**config.mk**
```make
export PLATFORM = sky130hd
export DESIGN_NAME = alu_seq_ctrl_flat
export DESIGN_NICKNAME = d
export VERILOG_FILES = /design/src/rtl/alu_seq_pkg.sv /design/src/rtl/alu_seq_ctrl_if.sv /design/src/rtl/alu_seq_iter_cnt.sv /design/src/rtl/alu_seq_ctrl.sv /design/src/flat_wrapper.sv
export SDC_FILE = /design/constraint.sdc
export NUM_CORES = 1
export LEC_CHECK = 0
export ABC_AREA = 1
export BUFFER_PORTS_ARGS = -buffer_cell sky130_fd_sc_hd__buf_2
export CORE_MARGIN = 1
export CORE_UTILIZATION = 50
export DETAILED_ROUTE_END_ITERATION = 10
export GPL_TIMING_DRIVEN = 0
export PLACE_DENSITY = 0.82
export SLEW_MARGIN = 25
export SYNTH_ARGS = -nofsm -noshare
export SYNTH_HDL_FRONTEND = slang
export SYNTH_HIERARCHICAL = 1
export SYNTH_SLANG_ARGS = --single-unit
```
**constraint.sdc**
```tcl
create_clock -name clk -period 3.57 [get_ports clk]
set_input_delay 0.1785 -clock clk [delete_from_list [all_inputs] [get_ports clk]]
set_output_delay 0.1785 -clock clk [all_outputs]
set_load 0.03 [all_outputs]
```
**src/rtl/alu_seq_pkg.sv**
```systemverilog
// Shared types and constants for the ALU command sequencer: FSM states, ALU function codes,
// operand-source bit positions and the per-iteration opcode builder.
package alu_seq_pkg;

  typedef enum logic [1:0] {
    S_IDLE = 2'd0,
    S_EXEC = 2'd1,
    S_RESP = 2'd2
  } state_t;

  localparam logic [2:0] OP_ADD = 3'd0;
  localparam logic [2:0] OP_SUB = 3'd1;
  localparam logic [2:0] OP_SHL = 3'd2;
  localparam logic [2:0] OP_SHR = 3'd3;
  localparam logic [2:0] OP_AND = 3'd4;
  localparam logic [2:0] OP_OR  = 3'd5;
  localparam logic [2:0] OP_XOR = 3'd6;
  localparam logic [2:0] OP_NOT = 3'd7;

  localparam int SRC_A_REG = 4;
  localparam int SRC_B_REG = 3;

  // First iteration reads the command operands; later ones chain A (and optionally B) from q.
  function automatic logic [4:0] iter_op(input logic [3:0] op, input logic first);
    logic [4:0] r;
    r = {2'b00, op[2:0]};
    if (!first) begin
      r[SRC_A_REG] = 1'b1;
      r[SRC_B_REG] = op[SRC_B_REG];
    end
    return r;
  endfunction

endpackage

```
**src/rtl/alu_seq_ctrl_if.sv**
```systemverilog
// Command and response handshake channels of the ALU sequencer.
// master = command issuer / response consumer, slave = the sequencer.
interface alu_seq_ctrl_if #(parameter int CNT_W = 4);
  logic             cmd_valid;
  logic             cmd_ready;
  logic [4:0]       cmd_op;
  logic [7:0]       cmd_a;
  logic [7:0]       cmd_b;
  logic [CNT_W-1:0] cmd_count;
  logic             rsp_valid;
  logic             rsp_ready;
  logic [7:0]       rsp_data;
  logic             rsp_carry;

  modport master (
    output cmd_valid, cmd_op, cmd_a, cmd_b, cmd_count, rsp_ready,
    input  cmd_ready, rsp_valid, rsp_data, rsp_carry
  );

  modport slave (
    input  cmd_valid, cmd_op, cmd_a, cmd_b, cmd_count, rsp_ready,
    output cmd_ready, rsp_valid, rsp_data, rsp_carry
  );
endinterface

```
**src/rtl/alu_seq_iter_cnt.sv**
```systemverilog
// Iteration counter: loads N = max(count,1), decrements once per executed iteration,
// flags the first and the last iteration. Stops at zero, never wraps.
module alu_seq_iter_cnt #(
  parameter int CNT_W = 4
) (
  input  logic             clk,
  input  logic             rst,
  input  logic             load,
  input  logic [CNT_W-1:0] count,
  input  logic             step,
  output logic             first,
  output logic             last
);

  logic [CNT_W-1:0] rem_q, rem_d;
  logic             first_q, first_d;

  always_comb begin
    rem_d   = rem_q;
    first_d = first_q;
    if (load) begin
      rem_d   = (count == '0) ? CNT_W'(1) : count;
      first_d = 1'b1;
    end else if (step && rem_q != '0) begin
      rem_d   = rem_q - CNT_W'(1);
      first_d = 1'b0;
    end
  end

  always_ff @(posedge clk or posedge rst) begin
    if (rst) begin
      rem_q   <= '0;
      first_q <= 1'b0;
    end else begin
      rem_q   <= rem_d;
      first_q <= first_d;
    end
  end

  assign first = first_q;
  assign last  = (rem_q == CNT_W'(1));

endmodule

```
**src/rtl/alu_seq_ctrl.sv**
```systemverilog
// Command sequencer driving an external 8-bit ALU for 1..N chained iterations.
// Optional macro ALU_SEQ_STICKY_CARRY_EN: response carry is the OR over all iterations.
module alu_seq_ctrl
  import alu_seq_pkg::*;
#(
  parameter int         CNT_W   = 4,
  parameter logic [4:0] IDLE_OP = 5'b00000
) (
  input  logic           clk,
  input  logic           rst,
  alu_seq_ctrl_if.slave  bus,
  output logic [4:0]     alu_op,
  output logic [7:0]     alu_a,
  output logic [7:0]     alu_b,
  input  logic [7:0]     alu_out,
  input  logic           alu_carry,
  output logic           busy
);

  state_t     state_q, state_d;
  logic [3:0] op_q, op_d;
  logic [7:0] a_q, a_d, b_q, b_d;
  logic [7:0] rsp_data_q, rsp_data_d;
  logic       rsp_carry_q, rsp_carry_d;
  logic       carry_fin, load, step, first, last;
  logic       unused_cmd_op4;

  assign unused_cmd_op4 = bus.cmd_op[4];

  alu_seq_iter_cnt #(.CNT_W(CNT_W)) u_iter_cnt (
    .clk   (clk),
    .rst   (rst),
    .load  (load),
    .count (bus.cmd_count),
    .step  (step),
    .first (first),
    .last  (last)
  );

`ifdef ALU_SEQ_STICKY_CARRY_EN
  logic sticky_q, sticky_d;

  always_comb begin
    sticky_d = sticky_q;
    if (state_q == S_IDLE)      sticky_d = 1'b0;
    else if (state_q == S_EXEC) sticky_d = sticky_q | alu_carry;
  end

  always_ff @(posedge clk or posedge rst) begin
    if (rst) sticky_q <= 1'b0;
    else     sticky_q <= sticky_d;
  end

  assign carry_fin = sticky_q | alu_carry;
`else
  assign carry_fin = alu_carry;
`endif

  always_comb begin
    state_d     = state_q;
    op_d        = op_q;
    a_d         = a_q;
    b_d         = b_q;
    rsp_data_d  = rsp_data_q;
    rsp_carry_d = rsp_carry_q;
    load        = 1'b0;
    step        = 1'b0;
    alu_op      = IDLE_OP;
    alu_a       = 8'd0;
    alu_b       = 8'd0;
    case (state_q)
      S_IDLE: begin
        if (bus.cmd_valid) begin
          op_d    = bus.cmd_op[3:0];
          a_d     = bus.cmd_a;
          b_d     = bus.cmd_b;
          load    = 1'b1;
          state_d = S_EXEC;
        end
      end
      S_EXEC: begin
        alu_op = iter_op(op_q, first);
        alu_a  = a_q;
        alu_b  = b_q;
        step   = 1'b1;
        if (last) begin
          rsp_data_d  = alu_out;
          rsp_carry_d = carry_fin;
          state_d     = S_RESP;
        end
      end
      S_RESP: begin
        if (bus.rsp_ready) state_d = S_IDLE;
      end
      default: state_d = S_IDLE;
    endcase
  end

  always_ff @(posedge clk or posedge rst) begin
    if (rst) begin
      state_q     <= S_IDLE;
      op_q        <= '0;
      a_q         <= '0;
      b_q         <= '0;
      rsp_data_q  <= '0;
      rsp_carry_q <= 1'b0;
    end else begin
      state_q     <= state_d;
      op_q        <= op_d;
      a_q         <= a_d;
      b_q         <= b_d;
      rsp_data_q  <= rsp_data_d;
      rsp_carry_q <= rsp_carry_d;
    end
  end

  assign bus.cmd_ready = (state_q == S_IDLE);
  assign bus.rsp_valid = (state_q == S_RESP);
  assign bus.rsp_data  = rsp_data_q;
  assign bus.rsp_carry = rsp_carry_q;
  assign busy          = (state_q != S_IDLE);

endmodule
```
**src/flat_wrapper.sv**
```systemverilog
// flat-port wrapper written by rule: the top's interface ports become plain ports
module alu_seq_ctrl_flat import alu_seq_pkg::*;
#(
  parameter int         CNT_W   = 4,
  parameter logic [4:0] IDLE_OP = 5'b00000
)
  (clk, rst, alu_op, alu_a, alu_b, alu_out, alu_carry, busy, bus_cmd_valid, bus_cmd_op, bus_cmd_a, bus_cmd_b, bus_cmd_count, bus_rsp_ready, bus_cmd_ready, bus_rsp_valid, bus_rsp_data, bus_rsp_carry);
  alu_seq_ctrl_if #(.CNT_W(CNT_W)) bus_i ();
  input  logic clk;
  input  logic rst;
  output logic [4:0] alu_op;
  output logic [7:0] alu_a;
  output logic [7:0] alu_b;
  input  logic [7:0] alu_out;
  input  logic alu_carry;
  output logic busy;
  input wire logic [$bits(bus_i.cmd_valid)-1:0] bus_cmd_valid;
  input wire logic [$bits(bus_i.cmd_op)-1:0] bus_cmd_op;
  input wire logic [$bits(bus_i.cmd_a)-1:0] bus_cmd_a;
  input wire logic [$bits(bus_i.cmd_b)-1:0] bus_cmd_b;
  input wire logic [$bits(bus_i.cmd_count)-1:0] bus_cmd_count;
  input wire logic [$bits(bus_i.rsp_ready)-1:0] bus_rsp_ready;
  output wire logic [$bits(bus_i.cmd_ready)-1:0] bus_cmd_ready;
  output wire logic [$bits(bus_i.rsp_valid)-1:0] bus_rsp_valid;
  output wire logic [$bits(bus_i.rsp_data)-1:0] bus_rsp_data;
  output wire logic [$bits(bus_i.rsp_carry)-1:0] bus_rsp_carry;
  assign bus_i.cmd_valid = bus_cmd_valid;
  assign bus_i.cmd_op = bus_cmd_op;
  assign bus_i.cmd_a = bus_cmd_a;
  assign bus_i.cmd_b = bus_cmd_b;
  assign bus_i.cmd_count = bus_cmd_count;
  assign bus_i.rsp_ready = bus_rsp_ready;
  assign bus_cmd_ready = bus_i.cmd_ready;
  assign bus_rsp_valid = bus_i.rsp_valid;
  assign bus_rsp_data = bus_i.rsp_data;
  assign bus_rsp_carry = bus_i.rsp_carry;
  alu_seq_ctrl #(.CNT_W(CNT_W), .IDLE_OP(IDLE_OP)) u_core (.clk(clk), .rst(rst), .bus(bus_i), .alu_op(alu_op), .alu_a(alu_a), .alu_b(alu_b), .alu_out(alu_out), .alu_carry(alu_carry), .busy(busy));
endmodule
```
[Word-level counts from Yosys, hierarchy flattened]
Index checks and enable logic that the tools add are counted.
Storage, ports and cells
  bits in registers: 36
  bits of input ports: 38
  output and inout bits: 33
Operators by class
  add/sub/neg operators: 1
  equal/unequal tests: 6
  multiplexer cells: 16
  reductions and logical operators: 9
Operators by type and width (count)
  8-bit two-way mux: 2
  4-bit two-way mux: 3
  2-bit two-way mux: 4
  2-bit one-hot mux with 3 select lines: 1
  1-bit two-way mux: 5
  5-bit two-way mux: 1
  4-bit by 1-bit equality test with 1-bit output (second input constant): 1
  4-bit zero test: 1
  2-bit inequality test (second input constant): 2
  2-bit AND reduction: 2
  2-bit nonzero test: 2
  4-bit nonzero test: 1
  4-bit by 1-bit subtractor with 4-bit output (second input constant): 1
  3-bit AND reduction: 1
  2-bit by 1-bit equality test with 1-bit output (second input constant): 1
  2-bit equality test (second input constant): 1
  2-bit zero test: 1
  2-bit by 1-bit inequality test with 1-bit output (second input constant): 1
  1-bit logical AND: 1

[Longest topological paths before layout]
  depth in word-level cells: 5
  mapped depth: 9
  mapped depth without buffers: 8

[By module]
Netlist, hierarchy kept.
By module, submodules not included
  alu_seq_ctrl: times used 1, cells an instance 184, area each 1441.4 um^2, seq. area each 775.7 um^2
  alu_seq_iter_cnt: times used 1, cells an instance 50, area each 362.8 um^2, seq. area each 125.1 um^2

[Worst setup path before layout]
Ideal clock, no wire load.
  path kind: reg2out
  start: register u_core.state_q[1]
  end: output port alu_op[3]
  data arrival time: 1222 ps
  required time: 3391 ps
  setup slack: 2170 ps
  stages on the path, launching flop included: 4
  buffers on the path: 0
  cell sequence: dfrtp_1 inv_1 nand2_1 nor3_1
On the way
  word-level cells in the longest chain between the ends: 2
Ends and longest elaborated chain
  start: declaration: RTL line alu_seq_ctrl.sv:20  | state_t state_q, state_d;
  start signal: assignment: RTL line alu_seq_ctrl.sv:108  | state_q <= state_d;
  2-bit by 1-bit equality test with 1-bit output: RTL line alu_seq_ctrl.sv:71  | case (state_q)
  5-bit two-way mux: RTL line alu_seq_ctrl.sv:71
  end: declaration: RTL line flat_wrapper.sv:11  | output logic [4:0] alu_op;
Every way passes these cells.

[Final worst setup path]
  start: register u_core.u_iter_cnt.rem_q[1]
  end: register u_core.state_q[0]
On the way
  word-level cells in the longest chain between the ends: 3
Ends and longest elaborated chain
  start: declaration: RTL line alu_seq_iter_cnt.sv:15  | logic [CNT_W-1:0] rem_q, rem_d;
  start signal: assignment: RTL line alu_seq_iter_cnt.sv:35  | rem_q <= rem_d;
  4-bit by 1-bit equality test with 1-bit output: RTL line alu_seq_iter_cnt.sv:41  | assign last = (rem_q == CNT_W'(1));
  named net u_core.last: RTL line alu_seq_ctrl.sv:25  | logic carry_fin, load, step, first, last;
  2-bit by 1-bit inequality test with 1-bit output (no source line)
  3-bit AND reduction (no source line)
The timed path passes the listed nets, and every way through them passes these cells.
A chain may end at the register's enable or synchronous reset.

==> run metrics <==
DRT Wirelength ~4.0 mm; Ports 71; largest net degree at the start of global routing 32; filler instances around 300; slew of the pin with the lowest slew margin around 0.6 ns; initial antenna violation count 0; Worst-path clk slew ~0.1 ns; r2r setup slk roughly 1.9 ns; first-pass GRT wire length around 6.4 mm; #FFs+latches synth 36; Max Fclk roughly 0.58 GHz; RSZ-0062 raised after global routing no; clk buf depth 2; P&R area growth vs syn 26.5%; WP data required approximately 3.8 ns; Clock Sinks 36; initial core utilization 53.2%; Setup crit end kind flip-flop; placer congestion estimate 0.869; post-route design area ~0.0023 sq mm; via count between 1500 and 2000; worst vdd ir roughly 530 uV; cell row count 21; DRT antenna net count 0; Die Height between 60 and 70 um; CP bufs+invs 2; die area approximately 0.0039 sq mm; Post-CTS Resized 0; max cap viols 0; crit path max-delay cell type dfrtp_1; Placement Cell Area roughly 0.0022 sq mm; latest clock arrival within the worst-skew pair 0.33 ns; Pwr Total between 2000 and 2500 uW; Synthesized Nets 274; CP top delay family buffers and inverters; Num CTS Buffers 5; Clock Skew 0.00573 ns; Setup Crit Path Kind reg -> reg; CTS tree done; endpoints failing setup 0; # diodes 0; relative slew slack roughly three fifths; critical path, cell by cell inv_1 -> ha_1 -> nor3b_1 -> clkbuf_1 -> o21ai_0; Core ar. 0.00339 sq mm; Cell Count, Final, Fillers Out approximately 360; Data arrival, critical path approximately 1.9 ns; Total GRT Usage roughly a quarter; GRT overflow 0; Ys Warns 6; Cells after Synth ~230; Cells after DPL approximately 350; dominant cells by area after synthesis dfrtp_1, nand2_1, inv_1; CP peak stage delay around 0.39 ns; Min Hold Slack about 0.026 ns; I/O Buffers between 60 and 70; Remaining DRCs 0; Final nets roughly 350; Die Span X a little over 60 um; Final Cycle Share roughly 48%; syn_area_per_cell slightly below 8 sq um; sequential share of the synthesized area approximately half; CTS Hold Buffers Added 1; crit-path max FO 10; cell area after synthesis approximately 0.0018 sq mm; vias per inst roughly 4.8; Slew Limit Fails 0; share of layout cells above drive strength 1 between 30% and 40%; final hold vios 0; DP HPWL between 2 and 3 mm; PD cells between 1000 and 1500 mW/mm^2; top-area cell type share of the netlist area about half; average wire per standard cell between 10 and 15 um; drt first pass iters 4; Hold WC Path Type in -> reg; Root Buffer clkbuf_4; crit start category flip-flop; largest area contributor in the netlist dfrtp_1; final setup TNS 0 ns; Tmin final ~1.7 ns; number of global-route vias before repair between 1000 and 1500; P_leak between 0.001 and 0.0015 uW; initial drt markers 71; Netlist cell types 22; outcome finished clean; Post CTS Setup Buffer Count 0; Max H-tree Level 2
==> cells by family after synthesis <==
logic type,synth area share [%]
buffers and inverters,10.7
AOI/OAI and AO/OA,2.08
DFF,49.9
adders and majority gates,1.39
and+or+nand+nor,35.9
==> synth_stat cells (all sizes together) <==
library cell and count:
inv 34, nand3b 1, nor2 27, clkbuf 2
nand3 24, o21ai 5, dfrtp 36, a21oi 1
nor3 1, nand4 9, nand2 82, ha 2
nor3b 1, buf 9
==> through the flow <==
stage	worst slack (ns)	utilization [%]
after floorplan	2.17	-
after global placement	1.96	65.1
after detailed placement	1.88	65.1
after CTS	1.87	67.3
after global routing	1.64	67.3
final	1.86	67.3
==> power by group <==
group	switching (uW)	leakage, uW	internal [uW]
logic	954	0.000892	420
registers	125	0.000444	608
clock network	122	0.0000374	112
==> flip-flops by register name (all words and copies together), names as in the netlist <==
register                 count
u_core/bus.rsp_data          8
u_core/u_iter_cnt/rem_q      4
u_core/state_q               2
u_core/bus.rsp_carry         1
u_core/op_q                  4
u_core/b_q                   8
u_core/a_q                   8
u_core/u_iter_cnt/first      1
==> cell usage in the layout (no fill, tap or decap), drive strengths merged <==
cell type / n
nand3b: 1
ha: 2
buf: 78
nand4: 9
nand2: 82
clkbuf: 9
o21ai: 5
inv: 34
dfrtp: 36
a21oi: 1
dlygate4sd3: 1
nor2: 27
nor3b: 1
nor3: 1
nand3: 24
==> routing by layer <==
metal | share of wire (%) | vias up | routed length (um) | GRT usage, %
li1 | - | 867 | - | -
met1 | 44 | 778 | 1760 | 29.5
met2 | 49 | 48 | 1950 | 38.8
met3 | 5.5 | 5 | 217 | 6.83
met4 | 1.3 | 0 | 51 | 7.94
met5 | 0 | - | 0 | 0
==> final cells by class <==
class                   instances  area, sq um  area share, %
multi-input cells             153          711           31.1
clock buffers                   7         65.1           2.85
plain buffers                  11         65.1           2.85
repair buffers                 70          355           15.6
well taps                      46         57.6           2.52
flip-flops and latches         36          901           39.5
inverters                      34          128           5.59
==> worst paths after layout <==
kind                                            startpoint                         end  cells after the start
max in group asynchronous                              rst               u_core/b_q[2]                      3
worst min register to register      u_core/bus.rsp_data[1]      u_core/bus.rsp_data[1]                      2
worst max register to register  u_core/u_iter_cnt/rem_q[1]           u_core/state_q[0]                      5
worst max-delay path            u_core/u_iter_cnt/rem_q[1]           u_core/state_q[0]                      5
min in group asynchronous                              rst  u_core/u_iter_cnt/rem_q[3]                      3
worst min-delay path                         bus_rsp_ready           u_core/state_q[1]                      2
No activity file was read; power rests on OpenSTA's default activity.
